$ cat src/rtl/fpu_pkg.sv
// Shared definitions for the FP/integer conversion writeback stage.
package fpu_pkg;

  localparam logic [4:0] OP_FCVT_S_W  = 5'b11001;
  localparam logic [4:0] OP_FCVT_S_WU = 5'b11010;
  localparam logic [4:0] OP_FCVT_W_S  = 5'b10110;
  localparam logic [4:0] OP_FCVT_WU_S = 5'b10111;

  localparam int FLAG_NV = 4;
  localparam int FLAG_DZ = 3;
  localparam int FLAG_OF = 2;
  localparam int FLAG_UF = 1;
  localparam int FLAG_NX = 0;

  // Widest destination index an entry can hold; the top's RD_W must not exceed it.
  localparam int CVT_RD_W = 5;

  typedef struct packed {
    logic                is_fp;
    logic [CVT_RD_W-1:0] rd;
    logic [31:0]         data;
    logic [4:0]          flags;
  } cvt_wb_entry_t;

  // True for the four conversion op codes this stage handles.
  function automatic logic is_cvt_op(input logic [4:0] op);
    return (op == OP_FCVT_S_W) || (op == OP_FCVT_S_WU) ||
           (op == OP_FCVT_W_S) || (op == OP_FCVT_WU_S);
  endfunction

  // True when the result goes to the FP register file (int -> float).
  function automatic logic is_int_to_fp(input logic [4:0] op);
    return (op == OP_FCVT_S_W) || (op == OP_FCVT_S_WU);
  endfunction

endpackage

$ cat src/rtl/fpu_cvt_flags.sv
// Combinational exception-flag classifier for one conversion result.
module fpu_cvt_flags
  import fpu_pkg::*;
(
  input  logic [4:0]  i_op,
  input  logic [31:0] i_operand_a,
  input  logic [31:0] i_rs1_f,
  output logic [4:0]  o_flags
);

  logic        sign;
  logic [7:0]  expo;
  logic [22:0] man;
  logic [7:0]  sh;
  logic        frac_nz;
  logic [31:0] mag;
  logic [4:0]  msb;
  logic [31:0] low_mask;
  logic        nv;
  logic        nx;

  // Classify the float source (float->int) or the integer magnitude (int->float).
  always_comb begin
    // NOTE: every variable gets a default before any branch so no latch is inferred.
    o_flags  = '0;
    nv       = 1'b0;
    nx       = 1'b0;
    frac_nz  = 1'b0;
    msb      = '0;
    sign     = i_rs1_f[31];
    expo     = i_rs1_f[30:23];
    man      = i_rs1_f[22:0];
    sh       = expo - 8'd127;

    // Nonzero fraction bits below the binary point.
    if (expo < 8'd127) begin
      frac_nz = (expo != 8'd0) || (man != 23'd0);
    end else if (expo < 8'd150) begin
      frac_nz = |(man & (23'h7F_FFFF >> sh));
    end

    // Magnitude of the integer source and position of its leading one.
    mag = ((i_op == OP_FCVT_S_W) && i_operand_a[31]) ? (~i_operand_a + 32'd1) : i_operand_a;
    for (int i = 0; i < 32; i++) begin
      if (mag[i]) msb = 5'(i);
    end
    low_mask = (msb > 5'd23) ? ((32'd1 << (msb - 5'd23)) - 32'd1) : 32'd0;

    case (i_op)
      OP_FCVT_W_S: begin
        // -2^31 exactly is the only exponent-31 value that fits.
        nv = (expo == 8'hFF) || (expo > 8'd158) ||
             ((expo == 8'd158) && !(sign && (man == 23'd0)));
        nx = !nv && frac_nz;
      end
      OP_FCVT_WU_S: begin
        // Negative values with magnitude >= 1 are invalid; -1 < x < 0 only inexact.
        nv = (expo == 8'hFF) || (expo > 8'd158) || (sign && (expo >= 8'd127));
        nx = !nv && frac_nz;
      end
      OP_FCVT_S_W, OP_FCVT_S_WU: begin
        nx = |(mag & low_mask);
      end
      default: ;
    endcase

    o_flags[FLAG_NV] = nv;
    o_flags[FLAG_NX] = nx;
  end

endmodule

$ cat src/rtl/fpu_cvt_writeback.sv
// Conversion writeback stage: flag classification, result FIFO, sticky fflags.
module fpu_cvt_writeback
  import fpu_pkg::*;
#(
  parameter int DEPTH = 2,
  parameter int RD_W  = 5
) (
  input  logic            i_clk,
  input  logic            i_rst_n,
  input  logic            i_valid,
  output logic            o_ready,
  input  logic [4:0]      i_alu_op,
  input  logic [31:0]     i_operand_a,
  input  logic [31:0]     i_rs1_f,
  input  logic [31:0]     i_data_convert,
  input  logic [RD_W-1:0] i_rd_addr,
  output logic            o_wb_valid,
  input  logic            i_wb_ready,
  output logic            o_wb_is_fp,
  output logic [RD_W-1:0] o_wb_rd,
  output logic [31:0]     o_wb_data,
  output logic [4:0]      o_wb_flags,
  input  logic            i_fflags_clr,
  output logic [4:0]      o_fflags
);

  localparam int PTR_W = $clog2(DEPTH);
  localparam int CNT_W = PTR_W + 1;

  logic [PTR_W-1:0] wr_ptr_q, wr_ptr_d;
  logic [PTR_W-1:0] rd_ptr_q, rd_ptr_d;
  logic [CNT_W-1:0] count_q, count_d;
  logic             ready_q, ready_d;
  logic [4:0]       fflags_q, fflags_d;
  cvt_wb_entry_t    mem_q [DEPTH];
  cvt_wb_entry_t    mem_d;
  cvt_wb_entry_t    head;
  cvt_wb_entry_t    head_vis;
  logic [4:0]       in_flags;
  logic             push;
  logic             pop;
  logic             empty;

  fpu_cvt_flags u_flags (
    .i_op        (i_alu_op),
    .i_operand_a (i_operand_a),
    .i_rs1_f     (i_rs1_f),
    .o_flags     (in_flags)
  );

  // Handshake, pointer/count and sticky-flag next-state logic.
  always_comb begin
    empty    = (count_q == '0);
    head     = mem_q[rd_ptr_q];
    push     = i_valid && ready_q && is_cvt_op(i_alu_op);
    pop      = !empty && i_wb_ready;

    mem_d       = '0;
    mem_d.is_fp = is_int_to_fp(i_alu_op);
    mem_d.rd    = CVT_RD_W'(i_rd_addr);
    mem_d.data  = i_data_convert;
    mem_d.flags = in_flags;

    wr_ptr_d = push ? wr_ptr_q + PTR_W'(1) : wr_ptr_q;
    rd_ptr_d = pop  ? rd_ptr_q + PTR_W'(1) : rd_ptr_q;
    case ({push, pop})
      2'b10:   count_d = count_q + CNT_W'(1);
      2'b01:   count_d = count_q - CNT_W'(1);
      default: count_d = count_q;
    endcase
    // Ready comes from the next count so it is a flop, not a path from i_wb_ready.
    ready_d  = (count_d != CNT_W'(DEPTH));
    fflags_d = (i_fflags_clr ? 5'd0 : fflags_q) | (pop ? head.flags : 5'd0);
  end

  // Control state with synchronous active-low reset.
  always_ff @(posedge i_clk) begin
    // NOTE: sequential state uses non-blocking assignments so all flops update together.
    if (!i_rst_n) begin
      wr_ptr_q <= '0;
      rd_ptr_q <= '0;
      count_q  <= '0;
      ready_q  <= 1'b1;
      fflags_q <= '0;
    end else begin
      wr_ptr_q <= wr_ptr_d;
      rd_ptr_q <= rd_ptr_d;
      count_q  <= count_d;
      ready_q  <= ready_d;
      fflags_q <= fflags_d;
    end
  end

  // Entry storage written on accept.
  always_ff @(posedge i_clk) begin
    // NOTE: storage is not reset; the count alone decides which entries are live.
    if (push) mem_q[wr_ptr_q] <= mem_d;
  end

  // Head entry is forced to zero while the FIFO is empty.
  always_comb begin
    head_vis = empty ? '0 : head;
  end

  assign o_ready    = ready_q;
  assign o_wb_valid = !empty;
  assign o_wb_is_fp = head_vis.is_fp;
  assign o_wb_rd    = RD_W'(head_vis.rd);
  assign o_wb_data  = head_vis.data;
  assign o_wb_flags = head_vis.flags;
  assign o_fflags   = fflags_q;

endmodule

$ cat config.mk
export PLATFORM = sky130hd
export DESIGN_NAME = fpu_cvt_writeback
export DESIGN_NICKNAME = d
export VERILOG_FILES = /design/src/rtl/fpu_pkg.sv /design/src/rtl/fpu_cvt_flags.sv /design/src/rtl/fpu_cvt_writeback.sv
export SDC_FILE = /design/constraint.sdc
export NUM_CORES = 1
export LEC_CHECK = 0
export CAP_MARGIN = 20
export CORE_MARGIN = 4
export CORE_UTILIZATION = 55
export CTS_CLUSTER_SIZE = 10
export DETAILED_ROUTE_END_ITERATION = 16
export DONT_BUFFER_PORTS = 1
export PLACE_DENSITY_LB_ADDON = 0.12
export SLEW_MARGIN = 10
export SYNTH_ARGS = -nofsm -noshare
export SYNTH_HDL_FRONTEND = slang
export SYNTH_SLANG_ARGS = --single-unit
$ cat constraint.sdc
create_clock -name i_clk -period 9.1 [get_ports i_clk]
set_input_delay 0.455 -clock i_clk [delete_from_list [all_inputs] [get_ports i_clk]]
set_output_delay 0.455 -clock i_clk [all_outputs]
set_load 0.005 [all_outputs]
# --- Word-level counts from Yosys, hierarchy flattened ---
# Memory sizes are Yosys's and may differ from the RTL's. A register that Yosys moved wholly into a read port is not among the register bits.
# Index checks and enable logic that the tools add are counted.
word_totals:
  regBits: 10
  mem_bits_rw: 80
  in_bits: 111
  output_inout_bits: 50
  wordCells: 106
  n_memories: 1
mem_list:
  columns: ["memory", "depth", "width", "read_ports", "rd_clocked_by_memory_dff", "wr", "line_no", "rtl"]
  rows:
  - ["mem_q", 2, 40, 1, 1, 1, "fpu_cvt_writeback.sv:35", "cvt_wb_entry_t mem_q [DEPTH];"]
op_classes:
  add_sub_neg: 8
  n_lt_le_gt_ge: 5
  n_eq_ne: 9
  shift: 2
  muxes: 45
  bitwise: 4
  reduce_logical: 27
ops:
  columns: ["op", "n"]
  rows:
  - ["2-to-1 mux 5 bit", 18]
  - ["2-to-1 mux 32 bit", 2]
  - ["2-to-1 mux 43 bit", 1]
  - ["adder 32 x 1 -> 32 bit (second input constant)", 1]
  - ["bitwise AND 32 bit", 1]
  - ["2-to-1 mux 4 bit", 8]
  - ["NOT 32 bit", 1]
  - ["OR reduction 32 bit", 1]
  - ["left shift 1 x 5 -> 32 bit (first input constant)", 1]
  - ["subtractor 32 x 1 -> 32 bit (second input constant)", 1]
  - ["bitwise AND 23 bit", 1]
  - ["logical NOT 23 bit", 1]
  - ["nonzero test 23 bit", 1]
  - ["OR reduction 23 bit", 1]
  - ["right shift 23 x 8 -> 23 bit (first input constant)", 1]
  - ["== test 5 bit (second input constant)", 4]
  - ["== test 8 bit (second input constant)", 2]
  - ["2-to-1 mux 3 bit", 4]
  - ["logical AND 1 bit", 9]
  - [">= comparator 8 x 7 -> 1 bit (second input constant)", 1]
  - ["> comparator 8 bit (second input constant)", 1]
  - ["< comparator 8 x 7 -> 1 bit (second input constant)", 1]
  - ["< comparator 8 bit (second input constant)", 1]
  - ["nonzero test 8 bit", 1]
  - ["other kinds (19)", 36]

# --- Depth between registers and ports, before layout ---
logic_depth:
  ltp_word: 41
  mapped_depth: 22
  ltp_nobuf: 20

# --- By module ---
# From an unflattened synthesis, not the netlist that was laid out.
hier_totals:
  hier_cells: 721
  hier_area_um2: 6901.6
modules_own_cells:
  columns: ["mod", "n_inst", "cells_per_inst", "area_each_um2", "seq_area_each_um2"]
  rows:
  - ["fpu_cvt_writeback", 1, 236, 3746.1, 2802.7]
  - ["fpu_cvt_flags", 1, 485, 3155.5, 0.0]

# --- Worst setup path after synthesis ---
# Ideal clock, no wire load.
synth_path:
  path_kind: "input-to-reg"
  startpoint: "in i_operand_a[11]"
  endpoint: "mem mem_q[0][0] in the netlist's numbering (data pin)"
  setup_ns: 0.265
  t_arrival_ns: 5.232
  t_required_ns: 8.835
  setup_slack_ns: 3.603
  cell_stages: 21
  n_path_buf: 4
  cell_sequence: "or4_1 buf_2 or4_4 buf_6 or4_4 a21oi_2 nor2_1 a211o_1 o21ba_1 buf_6 a211oi_1 nand2_1 ha_1 clkbuf_1 o211ai_1 o221ai_1 a211o_1 nor4_1 and4_1 o211ai_1 a311o_1"
synth_lines:
  columns: ["item", "line_no", "rtl"]
  rows:
  - ["from (decl)", "fpu_cvt_writeback.sv:13", "input logic [31:0] i_operand_a,"]
  - ["to (decl)", "fpu_cvt_writeback.sv:35", null]

==> impl_metrics.ini <==
[clock_tree]
htreeDepth = 3
cts_buffers = 9
path_clk_slew_ns = 0.06
clock_latency_ns = 0.33
ctsHoldBuffers = 0
cts_resized = 0
post_cts_buffers = 0
cts-root-buf = clkbuf_16
cts_buffer_depth = 2
clock_sinks = 88
tritoncts = yes

[routing]
drt-pass1-iter-count = 5
wl_mm = 16.6
antenna_left = 0
viasPerCell = 6.69
routedWlPerCell_um = 19.7
vias = 5646
drcViolationCount = 0
drt-initial-drc-count = 495

[logic_synthesis]
yosysWarnings = 0
async_reset_ff_share_pct = 0
synthesis.instances = 719
synth_seq_area_share_pct = 39.8
ys_ff_latch = 88
synth-edff-count = 80
yosys_most_used_dff = edfxtp_1
avgSynthCellArea_um2 = 8.96
synth_area_leaders = edfxtp_1 (37%), mux2i_1 (6.5%), nor2_1 (6.5%), o21ai_0 (3.1%), dfxtp_1 (2.5%)
synth_top_area_share_pct = 37.3
synth.largest_area_cell = edfxtp_1
synth.distinct_cells = 81
synth_area_um2 = 6440

[timing]
setup_tns_ns = 0
tightestPinTransition_ns = 0.727
hold_violations = 0
slew_headroom_pct = 51.4
rsz0062_at_grt = no
period_share_pct = 61.4
fin_skew_ns = 0.00414
period_needed_ns = 5.59
slew_viol_final = 0
max_freq_mhz = 179
finalSetupViolCount = 0

[floorplan]
die_h_um = 116
core_area_um2 = 11500
die_x_um = 116
dieArea_um2 = 13500
ioPinCount = 161
fp-row-count = 39
start_util_pct = 56.2

[place]
place_inst = 828
placed_cell_area_um2 = 6510
io_buffers = 0
hpwlAfterDp_mm = 12.8
place_congestion = 0.931

[run_status]
status = finished clean

[layout]
antenna_cells = 0
syn_to_final_growth_pct = 6.10
fin_nets = 812
fin_cells = 844
mostFrequentLayoutCells = nor2_1 (107), edfxtp_1 (80), mux2i_1 (42)
design_area_um2 = 6840
mostFrequentLayoutCell = nor2_1
drive_above_1_share_pct = 7.42

[power_and_ir_drop]
powerDensity_nw_per_um2 = 144
leakagePower_nw = 2.06
peakVddDrop_mv = 0.136

[setup_path]
cp.depth = 19
crit_fanout = 18
worst_setup_path_start_kind = input port
crit_buf_inv = 1
cp_data_required_time_ns = 9.18
crit_path_end_kind = flip-flop
crit_type = input port to flip-flop
cpPeakStageDelay_ns = 0.67
slowest_stage = or4b_2
critPathTopFamily = compound AO/OA/AOI/OAI gates
reg2reg_depth = 9
crit_chain = inv_1 -> ha_1 -> or4b_2 -> o41ai_1 -> o31ai_1 -> a32oi_1 -> a311o_1 -> a222oi_1 -> o21ba_1 -> a211oi_1 -> nand2_1 -> ha_1 -> o211ai_1 -> o221ai_1 -> a211o_1 -> nor4_1 -> and4_1 -> o211ai_1 -> a311o_1
ff2ff_setup_slack_ns = 6.91
critPathArrivalTime_ns = 5.67

[global_route]
grt_overflow = 0
antenna_found_initial = 0
grt_max_degree = 42
grt_pass1_wl_mm = 25.8
grtUsageTotal_pct = 23.8
grt_pass1_vias = 5228

[run]
cap_viol_max_count = 0

[worst_hold_path]
hold_path_depth = 0
hp-class = input port to flip-flop
## power by group
part / internal [mW] / switching [mW]
clock: 0.244 / 0.147
combinational: 0.0543 / 0.0853
sequential: 0.449 / 0.00632
total: 0.747 / 0.239
## final timing paths
path | from | to
setup / recovery | i_operand_a[1] | mem_q[1][0]$_DFFE_PP_
hold / removal | i_data_convert[13] | mem_q[0][15]$_DFFE_PP_
setup reg to reg | count_q[0]$_SDFF_PN0_ | o_ready$_SDFF_PN1_
hold reg to reg | count_q[1]$_SDFF_PN0_ | count_q[1]$_SDFF_PN0_
## per-layer routing
metal | vias to the layer above | track usage, % | part of all wire (%)
met1 | 2631 | 30.2 | 40
met5 | - | 0 | 0
met3 | 37 | 6.42 | 8.3
met2 | 262 | 39.5 | 48
li1 | 2716 | - | -
met4 | 0 | 8.20 | 2.8
## synth_stat cells, types with 7 or more instances
cell type  number
o211ai_1       10
a21oi_1        28
nor4_1         18
o31ai_1         7
dfxtp_1         8
and3_1          7
nand2_1        39
clkbuf_1       35
o21a_1          7
nand3_1        26
nand2b_1        7
inv_1          15
mux2i_1        42
a211oi_1        8
nand4_1        10
xnor2_1        13
o21ai_0        40
xor2_1          8
nor3b_1         8
a31oi_1         8
nor2_1        111
edfxtp_1       80
or3_1          18
nor3_1         27
## state kept, by name, summed over array words and instances, names as in the netlist, named ones only
signal / cells
mem_q: 80
count_q: 2
o_fflags: 2
o_ready: 1
rd_ptr_q: 1
wr_ptr_q: 1
## logic make-up after synthesis
group	after synthesis	synth area share [%]
fa+ha+maj	6	1.13
xor+xnor	21	2.85
buf+inv	63	4.29
simple gates	317	25.5
mux	43	6.70
flops	88	39.8
compound gates	180	19.7
other cells	1	0.0582
## worst register-to-register path: stages (launching register included)
cell     delay (ns)
dfxtp_1        0.35
nor2_2         0.09
buf_4          0.37
inv_1          0.13
nand2_1        0.16
inv_1          0.06
ha_1           0.31
or3_1          0.36
a21oi_1        0.18
nand2_1        0.06
## metrics by stage
step	setup slack, ns	utilization, %	power (mW)	hold slack [ns]
2_1_floorplan	3.60	-	0.581	0.472
3_3_place_gp	3.38	56.8	0.600	0.485
3_5_place_dp	3.24	56.8	0.603	0.513
4_1_cts	3.58	59.6	0.994	0.201
5_1_grt	2.96	59.6	1.03	0.193
6_report	3.51	59.6	0.985	0.215
## area by class of cell
type                    instances  area (um^2)
multi-input cells             573         3640
repair buffers                  9         67.6
fillers                       996         4630
flip-flops and latches         88         2560
clock inverters                 7          101
well taps                     143          179
clock buffers                   9          225
inverters                      15         56.3
No activity file was read; power rests on OpenSTA's default activity.
